===== src/rtl/ram_pkg.sv =====
// Shared defaults, FSM state encoding and small helpers for the two-port RAM arbiter.
package ram_pkg;
  localparam int ADDR_W_DEF   = 12;
  localparam int DATA_W_DEF   = 8;
  localparam int MAX_HOLD_DEF = 16;

  localparam logic [1:0] ST_IDLE = 2'd0;
  localparam logic [1:0] ST_OWN0 = 2'd1;
  localparam logic [1:0] ST_OWN1 = 2'd2;

  function automatic logic [1:0] onehot2(input logic b);
    return b ? 2'b10 : 2'b01;
  endfunction
endpackage


===== src/rtl/rr_pick2.sv =====
// Two-way round-robin pick: a lone requester wins, a tie goes to the pointer.
module rr_pick2 (
  input  logic [1:0] req,
  input  logic       ptr,
  output logic [1:0] gnt
);
  always_comb begin
    gnt = req;
    if (&req) gnt = ptr ? 2'b10 : 2'b01;
  end
endmodule


===== src/rtl/ram_arbiter.sv =====
// Arbitrates a core port and a host port onto one single-ported RAM.
// Supports locked read-modify-write bursts bounded by MAX_HOLD grants.
module ram_arbiter
  import ram_pkg::*;
#(
  parameter int ADDR_W   = ADDR_W_DEF,
  parameter int DATA_W   = DATA_W_DEF,
  parameter int MAX_HOLD = MAX_HOLD_DEF
) (
  input  logic              clk,
  input  logic              rst,
  input  logic              req0,
  input  logic              req1,
  input  logic              we0,
  input  logic              we1,
  input  logic              lock0,
  input  logic              lock1,
  input  logic [ADDR_W-1:0] addr0,
  input  logic [ADDR_W-1:0] addr1,
  input  logic [DATA_W-1:0] wdata0,
  input  logic [DATA_W-1:0] wdata1,
  output logic              gnt0,
  output logic              gnt1,
  output logic              rvalid0,
  output logic              rvalid1,
  output logic [DATA_W-1:0] rdata,
  output logic              ram_w_en,
  output logic              ram_r_en,
  output logic [ADDR_W-1:0] ram_address,
  output logic [DATA_W-1:0] ram_data_in,
  input  logic [DATA_W-1:0] ram_data_out
);
  localparam int CNT_W = $clog2(MAX_HOLD) + 1;
  localparam logic [CNT_W-1:0] HOLD_MAX = CNT_W'(MAX_HOLD);

  logic [1:0]       state, state_nxt;
  logic             rr_ptr, ptr_nxt;
  logic [CNT_W-1:0] hold_cnt, cnt_nxt, cnt_inc;
  logic [1:0]       rd_tag;
  logic [1:0]       req, lock, we, pick_req, pick_gnt, gnt;
  logic             in_own, own, force_rel, gsel;

  assign req  = {req1, req0};
  assign lock = {lock1, lock0};
  assign we   = {we1, we0};

  assign in_own    = (state != ST_IDLE);
  assign own       = (state == ST_OWN1);
  assign force_rel = in_own && (hold_cnt == HOLD_MAX) && req[~own];

  // While owned, narrow the request set so the picker only sees the owner,
  // or only the other side once the owner has used up its hold budget.
  always_comb begin
    pick_req = req;
    if (in_own && req[own]) pick_req = force_rel ? onehot2(~own) : onehot2(own);
  end

  rr_pick2 u_pick (.req(pick_req), .ptr(rr_ptr), .gnt(pick_gnt));

  assign gnt  = rst ? 2'b00 : pick_gnt;
  assign gsel = gnt[1];
  assign gnt0 = gnt[0];
  assign gnt1 = gnt[1];

  assign ram_w_en    = (|gnt) &  we[gsel];
  assign ram_r_en    = (|gnt) & ~we[gsel];
  assign ram_address = gnt[1] ? addr1  : gnt[0] ? addr0  : '0;
  assign ram_data_in = gnt[1] ? wdata1 : gnt[0] ? wdata0 : '0;

  assign rvalid0 = rd_tag[0];
  assign rvalid1 = rd_tag[1];
  assign rdata   = ram_data_out;

  // hold_cnt counts locked grants in the current ownership, the entering one included.
  assign cnt_inc = (hold_cnt == HOLD_MAX) ? HOLD_MAX : hold_cnt + CNT_W'(1);

  always_comb begin
    state_nxt = state;
    ptr_nxt   = rr_ptr;
    cnt_nxt   = hold_cnt;
    if (|gnt) begin
      if (lock[gsel]) begin
        if (in_own && (gsel == own)) begin
          if ((cnt_inc == HOLD_MAX) && req[~own]) begin
            state_nxt = ST_IDLE;
            ptr_nxt   = ~own;
            cnt_nxt   = '0;
          end else begin
            cnt_nxt = cnt_inc;
          end
        end else begin
          state_nxt = gsel ? ST_OWN1 : ST_OWN0;
          cnt_nxt   = CNT_W'(1);
        end
      end else begin
        state_nxt = ST_IDLE;
        ptr_nxt   = ~gsel;
        cnt_nxt   = '0;
      end
    end else if (in_own && !req[own]) begin
      state_nxt = ST_IDLE;
      cnt_nxt   = '0;
    end
  end

  always_ff @(posedge clk or posedge rst) begin
    if (rst) begin
      state    <= ST_IDLE;
      rr_ptr   <= 1'b0;
      hold_cnt <= '0;
      rd_tag   <= 2'b00;
    end else begin
      state    <= state_nxt;
      rr_ptr   <= ptr_nxt;
      hold_cnt <= cnt_nxt;
      rd_tag   <= gnt & ~we;
    end
  end
endmodule


===== config.mk =====
export PLATFORM = sky130hd
export DESIGN_NAME = ram_arbiter
export DESIGN_NICKNAME = d
export VERILOG_FILES = /design/src/rtl/ram_pkg.sv /design/src/rtl/rr_pick2.sv /design/src/rtl/ram_arbiter.sv
export SDC_FILE = /design/constraint.sdc
export NUM_CORES = 1
export LEC_CHECK = 0
export ABC_CLOCK_PERIOD_IN_PS = 5500
export BUFFER_PORTS_ARGS = -buffer_cell sky130_fd_sc_hd__buf_2
export CORE_MARGIN = 2
export CORE_UTILIZATION = 23
export DETAILED_ROUTE_END_ITERATION = 12
export PLACE_DENSITY_LB_ADDON = 0.1
export RECOVER_POWER = 25
export SLEW_MARGIN = 20
export SYNTH_ARGS = -nofsm -noshare
export SYNTH_HDL_FRONTEND = slang
export SYNTH_HIERARCHICAL = 1
export SYNTH_SLANG_ARGS = --single-unit

===== constraint.sdc =====
create_clock -name clk -period 5.5 [get_ports clk]
set_input_delay 1.1 -clock clk [delete_from_list [all_inputs] [get_ports clk]]
set_output_delay 1.1 -clock clk [all_outputs]
set_load 0.1 [all_outputs]

==> results.txt, run 1 <==
Placed Area - 1430 µm²
Inst Count DP - 234
Reg2reg start - hold_cnt[0]
Post-synthesis async set-or-reset flop share - 100%
Switching Power - 0.221 mW
Final nets - 245
Post-synth EDFFs - 0
Clk sinks - 10
Worst slew pin tran - 1.18 ns
Top-count cell post-synth - a22o_1
CTS tree - done
Die X - 72.6 µm
DIE AREA - 5260 µm²
Final WL - 3.52 mm
First-pass GRT wire length - 5.60 mm
Worst setup startpoint - hold_cnt[0]
Crit path arrival time - 3.19 ns
Max-cap violations - 0
Hold Fails Final Rpt - 0
Yosys warns - 6
DR vias - 1194
Power per Cell Area - 285 nW/µm²
Share of layout cells above drive strength 1 - 50.0%
Setup Skew - 0.00145 ns
Syn avg cell area - 8.93 µm²
Area growth syn-to-layout - 36.7%
Final worst-path cycle share - 78.1%
Cell taking the most area after synthesis - dfrtp_1
Seq/Total Area, Yosys - 23.1%
Reg2reg path depth - 13
Worst Hold Class - reg -> reg
Routed length per placed instance - 14.8 µm
PostCTS Resize Cnt - 0
Setup crit end kind - output pin
Reg power frac - 21.7%
Max FO, Critical Path - 26
Hold Slack - 0.572 ns
Core area - 4440 µm²
Largest net degree at the start of global routing - 27
IO Pins - 90
Area of the multi-input gates - 704 µm²
H-tree levels - 1
Routed vias/inst - 5.02
Total internal power - 0.200 mW
Final slew viol count - 0
DP HPWL - 2.87 mm
Setup CP Type - reg -> out
DRT Pass-1 Iters - 4
Register Area - 250 µm²
# rows - 24
Flops & latches, synth - 10
Die height - 72.6 µm
Combinational power share - 55.9%
Port buffer count - 73
CP startpoint kind - flop
Top_reg_cell synth - dfrtp_1
Hold Path Stages - 2
Postcts setup bufs - 0
Clk pwr share - 22.3%
Global Route Usage Sum - 13.6%
Initial DRC count - 27
Clk slew on worst S/H paths - 0.05 ns
Leakage - 0.781 nW
CP required - 4.40 ns
Status - finished clean
Hold_sp - rr_ptr
List of most frequent post-synthesis cells - a22o_1, dfrtp_1, buf_4
N_diodes - 0
FMAX - 233 MHz
Cells after Synth - 121
Clk buf depth - 2
Worst vdd ir - 0.121 mV
Initial antenna violation count - 0
Grt total ovfl - 0
Top cell type's share of synthesized area - 23.1%
Fillers - 494
Syn nets - 179
Setup violators final - 0
Setup TNS - 0 ns
Clock Latency Late Sink - 0.24 ns
Clk root buf - clkbuf_8
Worst R2R Setup Slack - 2.11 ns
Hold bufs inserted after CTS - 0
Cell Count, Final, Fillers Out - 238
Sw Ratio - 52.5%
RSZ-0062 raised after global routing - false
Remaining antenna violation count - 0
Synth Cell Area - 1080 µm²
Cell area after layout - 1480 µm²
CTS buffer count - 3
PnR Total Power - 0.422 mW
Initial Util - 24.3%
Vias in the first global route - 1239
Residual DRC - 0
Synth cell types - 44
Top post-synthesis cells by area - dfrtp_1, a22o_1, buf_4
Max_slew headroom - 21.7%
Gp weighted congestion - 0.918
Min Tclk post-route - 4.29 ns
==> worst max-delay path, stage by stage (launching register included) <==
cell and delay, ns:
dfrtp_1 0.49, inv_1 0.08, ha_1 0.22, and4bb_4 0.24, nand2_1 0.06, o21ai_0 0.07, a21boi_0 0.23, a21boi_1 0.39
nand2_4 0.11, inv_2 0.36, a22o_1 0.25, buf_2 0.43
==> cell families after synthesis <==
family / count (synthesis) / synth area share, %
and+or+nand+nor: 39 / 24.7
muxes: 4 / 4.17
xor gates and xnor gates: 1 / 0.810
AOI/OAI and AO/OA: 43 / 33.2
adders and majority gates: 2 / 2.31
DFF: 10 / 23.1
buffers and inverters: 22 / 11.7
==> area by class of cell <==
cell class	instances	area share (%)
Clock buffer	4	3.73
Inverter	9	2.29
Multi-Input combinational cell	89	47.7
Sequential cell	10	16.9
Tap cell	52	4.40
Timing Repair Buffer	74	25.0
==> flip-flops by register name, indices dropped and copies added (netlist names) <==
register	cells
state	2
hold_cnt	5
rd_tag	2
rr_ptr	1
==> power by group through the flow <==
stage	combinational (mW)	sequential [mW]	clock [mW]
after global routing	0.249	0.0935	0.101
after detailed placement	0.237	0.0932	0
after global placement	0.236	0.0929	0
after CTS	0.238	0.0919	0.0977
final	0.236	0.0917	0.0941
after floorplan	0.217	0.0940	0
==> through the flow <==
step	worst slack (ns)	utilization (%)
after detailed placement	1.37	32.1
after floorplan	0.480	-
after CTS	1.16	33.3
final	1.21	33.2
after global placement	1.44	32.1
after global routing	0.931	33.2
==> per-layer routing <==
layer / GRT usage (%) / up-vias / routed length, µm
met1: 13.4 / 558 / 1320
li1: - / 581 / -
met3: 2.36 / 4 / 177
met2: 28.1 / 51 / 2000
met5: 0 / - / 0
met4: 4.32 / 0 / 25
==> layout by cell type, fill, tap and decap left out, types with 2 or more instances in the layout <==
cell,synthesis,layout
nor2b_1,3,3
inv_1,7,8
nand2_1,6,6
o21ai_0,4,4
a21o_1,2,2
ha_1,2,2
nor2_1,8,8
buf_2,0,70
dfrtp_1,10,10
a32o_1,2,2
mux2i_1,2,2
or2_2,2,2
a22o_1,21,21
clkbuf_1,3,3
a21boi_1,2,2
clkbuf_8,1,4
a21boi_0,2,2
nand3_1,6,6
and3_1,2,2
o22ai_1,2,2
==> final timing paths <==
check	endpoint
setup / recovery	ram_address[3]
hold / removal	rr_ptr
setup reg to reg	hold_cnt[3]
hold reg to reg	rr_ptr
max in group asynchronous	hold_cnt[4]
min in group asynchronous	state[1]
(Power assumes the default switching activity.)
==> run 2: changes to the inputs <==
--- a/config.mk
+++ b/config.mk
@@ -5,7 +5,8 @@
 export SDC_FILE = /design/constraint.sdc
 export NUM_CORES = 1
 export LEC_CHECK = 0
-export ABC_CLOCK_PERIOD_IN_PS = 5500
+export ABC_AREA = 1
+export ABC_CLOCK_PERIOD_IN_PS = 3500
 export BUFFER_PORTS_ARGS = -buffer_cell sky130_fd_sc_hd__buf_2
 export CORE_MARGIN = 2
 export CORE_UTILIZATION = 23
==> constraint.sdc (replaced) <==
create_clock -name clk -period 3.5 [get_ports clk]
set_input_delay 0.7 -clock clk [delete_from_list [all_inputs] [get_ports clk]]
set_output_delay 0.7 -clock clk [all_outputs]
set_load 0.1 [all_outputs]
==> run 2 against run 1 <==
Compared with the run above:
- clock-buffer cell count stayed put
- largest power group unchanged
- critical path depth rose by 4
- highest routed layer unchanged
- register-to-register slack got worse by 1.0 ns
==> results.txt, run 2 <==
Status - finished clean
Top-count cell post-synth - nand2_1
CTS buffer count - 3 (unchanged)
Setup CP Type - reg -> out
DIE AREA - 5240 µm² (-0.54%)
CP startpoint kind - flop
Setup crit end kind - output pin
Crit path arrival time - 2.55 ns (-0.64 ns)
Seq/Total Area, Yosys - 23.3% (+0.13 points)
Gp weighted congestion - 0.856 (-6.7%)
# rows - 24 (unchanged)
Min Tclk post-route - 3.25 ns
Clk root buf - clkbuf_8
Combinational power share - 83.4% (+28 points)
PnR Total Power - 1.89 mW (+350%)
Setup Skew - 0.00357 ns (+0.00212 ns)
Top_reg_cell synth - dfrtp_1
Clk sinks - 10 (unchanged)
DR vias - 1343 (+12%)
Post-synthesis async set-or-reset flop share - 100% (unchanged)
Final nets - 312 (+27%)
Cell taking the most area after synthesis - nand2_1
Max FO, Critical Path - 7 (-73%)
CTS tree - done
DRT Pass-1 Iters - 4 (unchanged)
Core area - 4410 µm² (-0.68%)
Syn nets - 243 (+36%)
Port buffer count - 73 (unchanged)
Synth cell types - 24 (-45%)
H-tree levels - 1 (unchanged)
Worst Hold Class - in -> async
N_diodes - 0 (unchanged)
Post-synth EDFFs - 0 (unchanged)
RSZ-0062 raised after global routing - false
Share of layout cells above drive strength 1 - 41.9% (-8.1 points)
DP HPWL - 2.98 mm (+3.7%)
First-pass GRT wire length - 5.94 mm (+6.2%)
CP required - 2.80 ns (-1.60 ns)
Postcts setup bufs - 0 (unchanged)
Leakage - 1.03 nW (+32%)
Reg power frac - 9.0% (-13 points)
Max_slew headroom - 66.7% (+45 points)
Switching Power - 1.14 mW (+420%)
Placed Area - 1840 µm² (+29%)
Top post-synthesis cells by area - nand2_1, dfrtp_1, nand3_1
Largest regs - hold_cnt: 5 flops, rd_tag: 2 flops, state: 2 flops
Global Route Usage Sum - 14.0% (+0.41 points)
Final WL - 3.53 mm (about the same)
List of most frequent post-synthesis cells - nand2_1, nand3_1, inv_1
Initial DRC count - 63 (+130%)
Syn avg cell area - 5.81 µm² (-35%)
Final worst-path cycle share - 92.8%
Largest net degree at the start of global routing - 21 (-22%)
Setup violators final - 0 (unchanged)
Clk buf depth - 2 (unchanged)
Initial antenna violation count - 0 (unchanged)
Clk pwr share - 7.6% (-15 points)
Hold Fails Final Rpt - 0 (unchanged)
Clock Latency Late Sink - 0.23 ns (about the same)
FMAX - 308 MHz
Vias in the first global route - 1388 (+12%)
Routed vias/inst - 4.40 (-12%)
Final slew viol count - 0 (unchanged)
Area growth syn-to-layout - 79.2%
Sw Ratio - 60.6% (+8.2 points)
Routed length per placed instance - 11.6 µm (-22%)
Flops & latches, synth - 10 (unchanged)
Cells after Synth - 185 (+53%)
Commonest non-fill, non-tap cells in the layout - nand2_1, buf_2, nand3_1
Cell Count, Final, Fillers Out - 305 (+28%)
IO Pins - 90 (unchanged)
Initial Util - 24.3% (about the same)
Yosys warns - 6 (unchanged)
Max-cap violations - 0 (unchanged)
Remaining antenna violation count - 0 (unchanged)
Inst Count DP - 301 (+29%)
Hold Slack - 0.520 ns (-0.0518 ns)
Die X - 72.4 µm (-0.27%)
Total internal power - 0.742 mW (+270%)
Synth Cell Area - 1070 µm² (-0.58%)
Die height - 72.4 µm (-0.27%)
Number of flip-flops in the largest register - 5 (unchanged)
Most flops, register - hold_cnt
Worst slew pin tran - 0.502 ns (-0.677 ns)
Top cell type's share of synthesized area - 27.6% (+4.4 points)
Clk slew on worst S/H paths - 0.05 ns (about the same)
Worst vdd ir - 0.496 mV (+310%)
Grt total ovfl - 0 (unchanged)
Cell area after layout - 1930 µm² (+30%)
Residual DRC - 0 (unchanged)
Power per Cell Area - 979 nW/µm² (+240%)
Commonest non-fill, non-tap cell in the layout - nand2_1
run 2: cell count changes after synthesis, sizes merged, moves of 3 or more:
cell / delta
xor2: +3
inv: +11
nor2: +4
a22o: -21
mux2i: -3
a21boi: -3
nand3: +21
nor2b: -3
nand2: +74
run 2: worst max-delay path, cell delays in order (launching register included):
cell and delay [ns]:
dfrtp_1 0.39, inv_1 0.11, ha_1 0.16, nand2_1 0.05, inv_1 0.07, nand4_1 0.13, xor2_1 0.25, nand2_1 0.07
nand2_1 0.08, nand3_1 0.07, nand2_1 0.12, nand2_2 0.12, o21ai_0 0.23, inv_1 0.06, nor2_1 0.18, buf_12 0.21
run 2: final cells by class:
| cell class | count | area, µm² |
|---|---|---|
| Clock buffer | 4 | 55.1 |
| Fill cell | 456 | 2490 |
| Multi-Input combinational cell | 141 | 703 |
| Timing Repair Buffer | 78 | 777 |
| Sequential cell | 10 | 250 |
| Inverter | 20 | 75.1 |
| Tap cell | 52 | 65.1 |
run 2: metrics by stage:
stage / TNS (ns) / setup slack [ns] / util (%)
5_1_grt: 0 / 0.00391 / 43.6
3_5_place_dp: 0 / 0.229 / 41.7
4_1_cts: 0 / 0.144 / 42.9
2_1_floorplan: -0.531 / -0.266 / -
3_3_place_gp: 0 / 0.241 / 41.7
6_report: 0 / 0.253 / 43.6
run 2: kinds of logic (layout without fill, tap and decap cells):
kind of cell | count (synthesis) | after routing | share of synthesized area (%)
AND/OR/NAND/NOR | 125 | 125 | 50.1
buffers and inverters | 34 | 102 | 14.9
AO/OA/AOI/OAI | 11 | 11 | 6.98
flip-flops | 10 | 10 | 23.3
XOR/XNOR | 3 | 3 | 2.45
adder cells (fa/ha/maj) | 2 | 2 | 2.33
run 2: worst paths after layout:
check | end | cells past startpoint | from | slack, ns
setup / recovery | ram_w_en | 15 | hold_cnt[0] | 0.25
hold reg to reg | state[0] | 2 | state[0] | 0.53
max in group asynchronous | hold_cnt[2] | 2 | rst | 2.77
setup reg to reg | state[1] | 19 | hold_cnt[0] | 1.08
hold / removal | rd_tag[0] | 2 | rst | 0.52
min in group clk | state[0] | 2 | state[0] | 0.53
run 2: what timing repair did:
item                       4_1_cts  5_1_grt
gates resized for setup          0        8
setup endpoints to repair        0       21
hold buffers                     0        0
run 2: power by group through the flow:
stage / registers [mW] / logic (mW) / clock network [mW]
floorplan: 0.188 / 1.05 / 0
global placement: 0.171 / 1.57 / 0
detailed placement: 0.169 / 1.56 / 0
CTS: 0.168 / 1.56 / 0.148
global route: 0.173 / 1.67 / 0.155
finish: 0.169 / 1.57 / 0.144
run 2: per-layer routing:
metal | vias to the layer above | share of wire [%] | track usage, %
li1 | 713 | - | -
met1 | 576 | 41 | 16.6
met2 | 48 | 50 | 24.4
met3 | 6 | 6.7 | 4.72
met4 | 0 | 1.6 | 3.56
met5 | - | 0 | 0
==> run 3: changes to the inputs <==
--- a/config.mk
+++ b/config.mk
@@ -9,7 +9,8 @@
 export ABC_CLOCK_PERIOD_IN_PS = 3500
 export BUFFER_PORTS_ARGS = -buffer_cell sky130_fd_sc_hd__buf_2
 export CORE_MARGIN = 2
-export CORE_UTILIZATION = 23
+export CORE_UTILIZATION = 35
+export CTS_CLUSTER_DIAMETER = 60
 export DETAILED_ROUTE_END_ITERATION = 12
 export PLACE_DENSITY_LB_ADDON = 0.1
 export RECOVER_POWER = 25
==> run 3 against run 2 <==
Compared with the run above:
- die area decreased by 33%
- register-to-register slack worse by 0.10 ns
- clock power decreased by 26%
- worst hold slack got worse by 0.024 ns
- design area decreased by 2.9%
- sequential power about the same
- fmax down 1.1%
- critical path type unchanged
==> results.txt, run 3 (synthesis gave the netlist of run 2 again) <==
Crit path arrival time - 2.58 ns (+0.03 ns)
Status - finished clean
Worst Hold Class - in -> async
Max-cap violations - 0 (unchanged)
Share of layout cells above drive strength 1 - 41.9% (unchanged)
Sw Ratio - 61.9% (+1.3 points)
Area of the multi-input gates - 701 µm² (-0.36%)
Clk pwr share - 5.8% (-1.8 points)
Initial Util - 36.1% (+12 points)
Reg2reg start - hold_cnt[0]
FMAX - 305 MHz (-1.1%)
Reg2reg path depth - 19 (unchanged)
Commonest non-fill, non-tap cells in the layout - nand2_1, buf_2, nand3_1
IO Pins - 90 (unchanged)
Register Area - 250 µm² (unchanged)
DIE AREA - 3530 µm² (-33%)
WP buf/inv - 6 (+2)
Die height - 59.4 µm (-18%)
Total internal power - 0.699 mW (-5.8%)
Hold bufs inserted after CTS - 0 (unchanged)
Largest net degree at the start of global routing - 23 (+9.5%)
Most flops, register - hold_cnt
Worst slew pin tran - 0.500 ns (-0.00264 ns)
Port buffer count - 73 (unchanged)
Setup crit end kind - output pin
Worst R2R Setup Slack - 0.98 ns (-0.10 ns)
Hold Slack - 0.496 ns (-0.0242 ns)
Initial DRC count - 54 (-14%)
Commonest non-fill, non-tap cell in the layout - nand2_1
N_diodes - 0 (unchanged)
Routed length per placed instance - 12.0 µm (+3.7%)
Remaining antenna violation count - 0 (unchanged)
Residual DRC - 0 (unchanged)
Power per Cell Area - 983 nW/µm² (+0.36%)
Fin util - 62.8% (+19 points)
Final slew viol count - 0 (unchanged)
Initial antenna violation count - 0 (unchanged)
Hold Fails Final Rpt - 0 (unchanged)
Combinational power share - 85.2% (+1.8 points)
Max FO, Critical Path - 9 (+2)
Setup violators final - 0 (unchanged)
Gp weighted congestion - 0.842 (-1.6%)
Final WL - 3.43 mm (-2.7%)
Critical-path cell list - inv_1, ha_1, nand2_1, inv_1, nand4_1, xor2_2, nand2_1, nand2_1, inv_1, nand2_1, nand2_1, inv_2, nor2_2, buf_4, nor2_4, nor2_1, buf_12
CP delay by family, top - simple AND/OR/NAND/NOR gates
DP HPWL - 2.69 mm (-9.7%)
Fillers - 280 (-39%)
Core area - 2980 µm² (-33%)
H-tree levels - 1 (unchanged)
Final worst-path cycle share - 93.8% (+0.99 points)
Clk sinks - 10 (unchanged)
Worst vdd ir - 0.508 mV (+2.4%)
DRT Pass-1 Iters - 4 (unchanged)
Clock Latency Late Sink - 0.27 ns (+0.04 ns)
CP required - 2.80 ns (about the same)
CTS buffer count - 3 (unchanged)
Max_slew headroom - 66.9% (+0.17 points)
Grt total ovfl - 0 (unchanged)
First-pass GRT wire length - 5.38 mm (-9.4%)
Worst flop-to-flop path endpoint - hold_cnt[2]
Min Tclk post-route - 3.28 ns (+0.0348 ns)
Routed vias/inst - 4.72 (+7.1%)
DR vias - 1349 (+0.45%)
Clk buf depth - 2 (unchanged)
Slowest CP cell - dfrtp_1
Switching Power - 1.14 mW (-0.47%)
Setup Skew - 0.00505 ns (+0.00149 ns)
Die X - 59.4 µm (-18%)
CP startpoint kind - flop
# rows - 20 (-17%)
Most used cell, CP - nand2_1
Vias in the first global route - 1270 (-8.5%)
Final nets - 312 (unchanged)
Max stage delay on crit path - 0.40 ns (about the same)
CTS tree - done
Global Route Usage Sum - 19.4% (+5.4 points)
Number of flip-flops in the largest register - 5 (unchanged)
Leakage - 1.03 nW (-0.76%)
Clk slew on worst S/H paths - 0.07 ns (+0.02 ns)
Largest regs - hold_cnt: 5 flops, rd_tag: 2 flops, state: 2 flops
Area growth syn-to-layout - 73.9%
Reg power frac - 9.0% (about the same)
Setup CP Type - reg -> out
Clk root buf - clkbuf_4
==> run 3: power groups by stage <==
stage / registers, mW / clock network, mW / logic, mW
finish: 0.166 / 0.106 / 1.56
global route: 0.170 / 0.112 / 1.66
CTS: 0.166 / 0.109 / 1.55
detailed placement: 0.167 / 0 / 1.55
global placement: 0.167 / 0 / 1.54
floorplan: 0.188 / 0 / 1.05
==> run 3: how the worst max path moves through the flow <==
stage | startpoint | to | slack (ns) | cells after the start
after floorplan | req0 | ram_w_en | -0.27 | 11
after global placement | req0 | ram_w_en | 0.34 | 15
after detailed placement | req0 | ram_r_en | 0.32 | 15
after CTS | hold_cnt[0] | ram_r_en | 0.19 | 16
after global routing | hold_cnt[0] | ram_w_en | -0.02 | 15
final | hold_cnt[0] | ram_r_en | 0.22 | 17
==> run 3: area by class of cell <==
cell class | instances | area share, %
Inverter | 20 | 4.02
Timing Repair Buffer | 78 | 41.0
Sequential cell | 10 | 13.4
Clock buffer | 4 | 1.94
Multi-Input combinational cell | 141 | 37.5
Tap cell | 33 | 2.21
==> run 3: per-layer routing <==
layer	vias to the layer above	part of all wire [%]	track usage, %
li1	711	-	-
met1	580	42	25.4
met2	52	49	31.4
met3	6	8.5	6.99
met4	0	0.55	2.60
met5	-	0	0
==> run 3: repair_timing <==
action / CTS / global route
resized for setup: 0 / 6
buffers inserted: 0 / 0
endpoints found under the setup margin: 0 / 3
==> run 3: stage by stage <==
| step | cells | TNS [ns] | total power, mW | setup WS [ns] | area (µm²) |
|---|---|---|---|---|---|
| floorplan | 185 | -0.531 | 1.24 | -0.266 | 1100 |
| global placement | 281 | 0 | 1.71 | 0.337 | 1810 |
| detailed placement | 281 | 0 | 1.71 | 0.321 | 1810 |
| CTS | 285 | 0 | 1.82 | 0.185 | 1850 |
| global route | 286 | -0.0288 | 1.94 | -0.0156 | 1870 |
| finish | 286 | 0 | 1.84 | 0.218 | 1870 |
